### config.mk
export PLATFORM = sky130hd
export DESIGN_NAME = reg_select_decoder
export DESIGN_NICKNAME = d
export VERILOG_FILES = /design/src/rtl/sel_dec_pkg.sv /design/src/rtl/onehot_decode.sv /design/src/rtl/reg_select_decoder.sv
export SDC_FILE = /design/constraint.sdc
export NUM_CORES = 1
export LEC_CHECK = 0
export ABC_AREA = 1
export CAP_MARGIN = 20
export CORE_ASPECT_RATIO = 1.1
export CORE_MARGIN = 2
export CORE_UTILIZATION = 40
export DETAILED_ROUTE_END_ITERATION = 10
export PLACE_DENSITY = 0.75
export SYNTH_ARGS = -nofsm -noshare
export SYNTH_HDL_FRONTEND = slang
export SYNTH_SLANG_ARGS = --single-unit
### constraint.sdc
create_clock -name clk -period 4.05 [get_ports clk]
set_input_delay 1.215 -clock clk [delete_from_list [all_inputs] [get_ports clk]]
set_output_delay 1.215 -clock clk [all_outputs]
set_load 0.01 [all_outputs]
### src/rtl/sel_dec_pkg.sv
// Shared definitions for the register-select decoder: default sizes,
// FSM state encoding and the code wrap rule used when sweeping registers.
package sel_dec_pkg;

    localparam int DEF_CODE_W  = 5;
    localparam int DEF_NUM_OUT = 32;

    typedef enum logic {
        IDLE,
        SWEEP
    } state_t;

    // Successor of a register code during a sweep. The last selectable code
    // and any out-of-range code both wrap back to register 0.
    function automatic logic [31:0] code_next(input logic [31:0] code,
                                              input int unsigned num_out);
        if (code >= num_out - 1)
            return '0;
        else
            return code + 32'd1;
    endfunction

endpackage

### src/rtl/onehot_decode.sv
// Combinational register code to one-hot select. Codes beyond the number
// of selectable registers produce an all-zero word.
module onehot_decode #(
    parameter int CODE_W  = 5,
    parameter int NUM_OUT = 32
) (
    input  logic [CODE_W-1:0]  code,
    output logic [NUM_OUT-1:0] onehot
);

    // Each select bit fires only when the code names exactly that register.
    always_comb begin
        onehot = '0;
        for (int i = 0; i < NUM_OUT; i++) begin
            onehot[i] = (32'(code) == 32'(i));
        end
    end

endmodule

### src/rtl/reg_select_decoder.sv
// Register-select decoder: turns a register number into a registered
// one-hot select word behind a valid/ready handshake, optionally sweeping a
// run of consecutive registers one beat per transfer.
// Optional feature macro: SEL_DEC_ERR_EN adds a registered dec_err output
// flagging beats whose code has no matching select line.
module reg_select_decoder
    import sel_dec_pkg::*;
#(
    parameter int CODE_W  = DEF_CODE_W,
    parameter int NUM_OUT = DEF_NUM_OUT
) (
    input  logic               clk,
    input  logic               clr_n,
    input  logic               req_valid,
    output logic               req_ready,
    input  logic [CODE_W-1:0]  req_code,
    input  logic [CODE_W:0]    req_count,
    output logic               out_valid,
    input  logic               out_ready,
    output logic [NUM_OUT-1:0] out_onehot,
    output logic [CODE_W-1:0]  out_code,
    output logic               out_last,
    output logic               busy
`ifdef SEL_DEC_ERR_EN
    ,
    output logic               dec_err
`endif
);

    localparam logic [CODE_W:0] ONE_BEAT = (CODE_W+1)'(1);

    state_t              state;
    logic [CODE_W:0]     remaining;
    logic [CODE_W:0]     eff_count;
    logic                accept;
    logic                transfer;
    logic [CODE_W-1:0]   next_code;
    logic [NUM_OUT-1:0]  next_onehot;
`ifdef SEL_DEC_ERR_EN
    logic                next_oor;
`endif

    assign req_ready = (state == IDLE) && (!out_valid || out_ready);
    assign accept    = req_valid && req_ready;
    assign transfer  = out_valid && out_ready;
    assign busy      = (state == SWEEP) || out_valid;

    // Normalise the requested beat count: zero means one beat, and a sweep
    // never runs longer than the number of selectable registers.
    always_comb begin
        eff_count = req_count;
        if (req_count == '0)
            eff_count = ONE_BEAT;
        else if (32'(req_count) > NUM_OUT)
            eff_count = (CODE_W+1)'(NUM_OUT);
    end

    // The code loaded next is either the start of a new request or the
    // successor of the beat currently in the output register.
    assign next_code = accept ? req_code
                              : CODE_W'(code_next(32'(out_code), NUM_OUT));

`ifdef SEL_DEC_ERR_EN
    assign next_oor = (32'(next_code) >= NUM_OUT);
`endif

    onehot_decode #(
        .CODE_W  (CODE_W),
        .NUM_OUT (NUM_OUT)
    ) u_onehot_decode (
        .code   (next_code),
        .onehot (next_onehot)
    );

    // Sweep FSM, remaining-beat counter and output beat register: a new
    // request loads its first beat, a transfer in SWEEP loads the next one,
    // and a transfer with nothing pending empties the output register.
    always_ff @(posedge clk or negedge clr_n) begin
        if (!clr_n) begin
            state      <= IDLE;
            remaining  <= '0;
            out_valid  <= 1'b0;
            out_onehot <= '0;
            out_code   <= '0;
            out_last   <= 1'b0;
`ifdef SEL_DEC_ERR_EN
            dec_err    <= 1'b0;
`endif
        end else if (accept) begin
            out_valid  <= 1'b1;
            out_onehot <= next_onehot;
            out_code   <= next_code;
            out_last   <= (eff_count == ONE_BEAT);
            remaining  <= eff_count - ONE_BEAT;
            state      <= (eff_count > ONE_BEAT) ? SWEEP : IDLE;
`ifdef SEL_DEC_ERR_EN
            dec_err    <= next_oor;
`endif
        end else if (transfer) begin
            if (state == SWEEP) begin
                out_onehot <= next_onehot;
                out_code   <= next_code;
                out_last   <= (remaining == ONE_BEAT);
                remaining  <= remaining - ONE_BEAT;
                state      <= (remaining == ONE_BEAT) ? IDLE : SWEEP;
`ifdef SEL_DEC_ERR_EN
                dec_err    <= next_oor;
`endif
            end else begin
                out_valid  <= 1'b0;
                out_onehot <= '0;
                out_last   <= 1'b0;
`ifdef SEL_DEC_ERR_EN
                dec_err    <= 1'b0;
`endif
            end
        end
    end

endmodule

==> results.json <==
{
  "grt_pass1_wl_um": 8930,
  "io_pins": 56,
  "status": "finished, final reports clean",
  "clk_pin_slew_worst_paths_ps": 90,
  "numPortBuffers": 55,
  "clock-sinks": 46,
  "cp.arrival_ps": 2460,
  "crit_chain": "clkdlybuf4s50_1 > inv_1 > a21oi_1 > clkdlybuf4s50_1",
  "ant_nets": 0,
  "core_mm2": 0.00608,
  "diodes": 0,
  "required_ps": 2830,
  "max_freq_mhz": 272,
  "final_nets": 390,
  "finalPower_w": 0.000788,
  "drt-initial-drc-count": 92,
  "fp.dieH_um": 86.6,
  "slew_viol_final": 0,
  "fin_tns_setup_ps": 0,
  "cpMaxStageDelayCell": "clkdlybuf4s50_1",
  "finalCritPeriodShare_pct": 90.7,
  "max_cap_viol_count": 0,
  "drt_wl_total_um": 5250,
  "layout-drive-gt1-share_pct": 10.5,
  "path_class": "input port to primary output",
  "synthToLayoutAreaGrowth_pct": 28.6,
  "syn_nets": 333,
  "cp-start-kind": "input port",
  "routedWlPerCell_um": 11.7,
  "fin_crit_ps": 3670,
  "yosys_warnings": 0,
  "worst-path-max-fanout": 3,
  "tightest_slew_ps": 492,
  "dr.pass1.iters": 5,
  "start_util_pct": 40.8,
  "skew_ps": 8.69,
  "clockRootBuffer": "clkbuf_8",
  "cpPeakStageDelay_ps": 550,
  "die_area_mm2": 0.00684,
  "overflow": 0,
  "p_leak_nw": 1.58,
  "cp_common_cell": "clkdlybuf4s50_1",
  "hold_viol": 0,
  "grt_max_degree": 47,
  "track_usage_pct": 16.1,
  "mostFrequentLayoutCells": "nand2_1, clkdlybuf4s50_1, dfrtp_1",
  "ys_types": 33,
  "postSynthCellCount": 312,
  "gp_congestion": 0.845,
  "std_cell_rows": 30,
  "syn_area_mm2": 0.00248,
  "finalSetupViolCount": 0,
  "endpoint_kind": "primary output",
  "yosysSeqAreaShare_pct": 46.4,
  "clockBufferDepth": 2,
  "pwr_density_cell_mw_per_mm2": 247,
  "rsz0062_at_grt": "false",
  "hpwl_um": 3940,
  "hold_buffers": 0,
  "ctsResizeCount": 0,
  "hp-class": "register to register",
  "cts_max_level": 2,
  "min_path_cells": 2,
  "synth_seq_cells": 46,
  "grt_pass1_vias": 2057,
  "final_common_cell": "nand2_1",
  "antenna_found_initial": 0,
  "finalCoreUtilization_pct": 52.4,
  "design_area_mm2": 0.00319,
  "fillers": 582,
  "clock_latency_ps": 300,
  "postCtsSetupRepairBufs": 0,
  "drt-vias-per-instance": 4.84,
  "placed_cell_area_mm2": 0.00308,
  "timing.slew.headroom_pct": 67.2,
  "r2r_cells": 8,
  "ir_drop_mv": 0.134,
  "hold_slack_ps": 486,
  "vias": 2180,
  "drc": 0,
  "numCtsBuffers": 5,
  "die_w_um": 79.1,
  "syn_avg_cell_area_um2": 7.94,
  "cts_tree": "done"
}
[where the power goes]
part           internal (W)  leakage (nW)   total, W  switching [W]
Combinational     0.0000191         0.930  0.0000413      0.0000222
Clock              0.000124        0.0408   0.000288       0.000165
Sequential         0.000459         0.612   0.000459              0
Total              0.000601          1.58   0.000788       0.000187
[registers in the layout (all words and copies together) (netlist names)]
register,flops
out_onehot,32
remaining,6
out_code,5
out_last,1
out_valid,1
state,1
[metrics by stage]
step	setup WS, ps	cells
3_5_place_dp	369	441
3_3_place_gp	403	441
4_1_cts	367	449
6_report	376	450
2_1_floorplan	1380	312
5_1_grt	336	450
[cells by family (layout without fill, tap and decap cells)]
logic type,after synthesis,in the layout,synth area share (%)
and+or+nand+nor,199,199,37.1
buffers and inverters,36,94,6.81
AOI/OAI and AO/OA,22,22,5.55
xor gates and xnor gates,3,3,1.06
DFF,46,46,46.4
adders and majority gates,6,6,3.03
[worst max-delay path: cells and delay by family]
family / cells / cell delay [ps]
compound gates: 1 / 120
buf+inv: 3 / 1110
[routing by layer]
layer | part of all wire, % | track usage (%)
met2 | 50 | 29.1
met3 | 5.0 | 2.92
met1 | 44 | 19.9
met4 | 0.76 | 4.23
met5 | 0 | 0
[worst paths after layout]
| path | startpoint | endpoint | slack [ps] |
|---|---|---|---|
| setup / recovery | out_ready | req_ready | 380 |
| hold / removal | out_onehot[14] | out_onehot[14] | 490 |
| setup reg to reg | state | out_onehot[19] | 2010 |
| hold reg to reg | out_onehot[14] | out_onehot[14] | 490 |
| max in group asynchronous | clr_n | remaining[2] | 2830 |
| min in group asynchronous | clr_n | out_onehot[2] | 760 |
[cell usage after synthesis]
cell type,number,area [um2]
buf_6,3,33.8
buf_2,3,15.0
a21oi_2,1,8.76
a31oi_1,1,6.26
o2bb2ai_2,1,15.0
buf_4,2,15.0
a21oi_1,3,15.0
xnor2_1,1,8.76
nand4_1,3,18.8
nor2_1,20,75.1
clkinv_1,2,7.51
nand3b_1,1,7.51
nand3_1,30,150
nand2_2,1,6.26
nor4_1,1,6.26
ha_1,6,75.1
inv_1,21,78.8
o21ai_0,12,60.1
o22ai_1,1,6.26
dfrtp_1,46,1150
o221ai_1,1,8.76
nor2_2,4,25.0
nand2_4,2,22.5
nor3_1,1,5.00
nor2_4,4,45.0
nand2_1,125,469
o21ai_2,2,17.5
nand3_2,2,20.0
xor2_1,2,17.5
nor2_8,2,40.0
or2_2,2,12.5
inv_2,5,18.8
nor3_4,1,16.3
[area by class of cell]
type | instances | area [um2] | area share (%)
Clock buffer | 5 | 68.8 | 2.16
Clock inverter | 3 | 23.8 | 0.746
Inverter | 28 | 105 | 3.30
Multi-Input combinational cell | 230 | 1160 | 36.3
Sequential cell | 46 | 1150 | 36.1
Tap cell | 80 | 100 | 3.14
Timing Repair Buffer | 58 | 581 | 18.2
(Power assumes the default switching activity.)
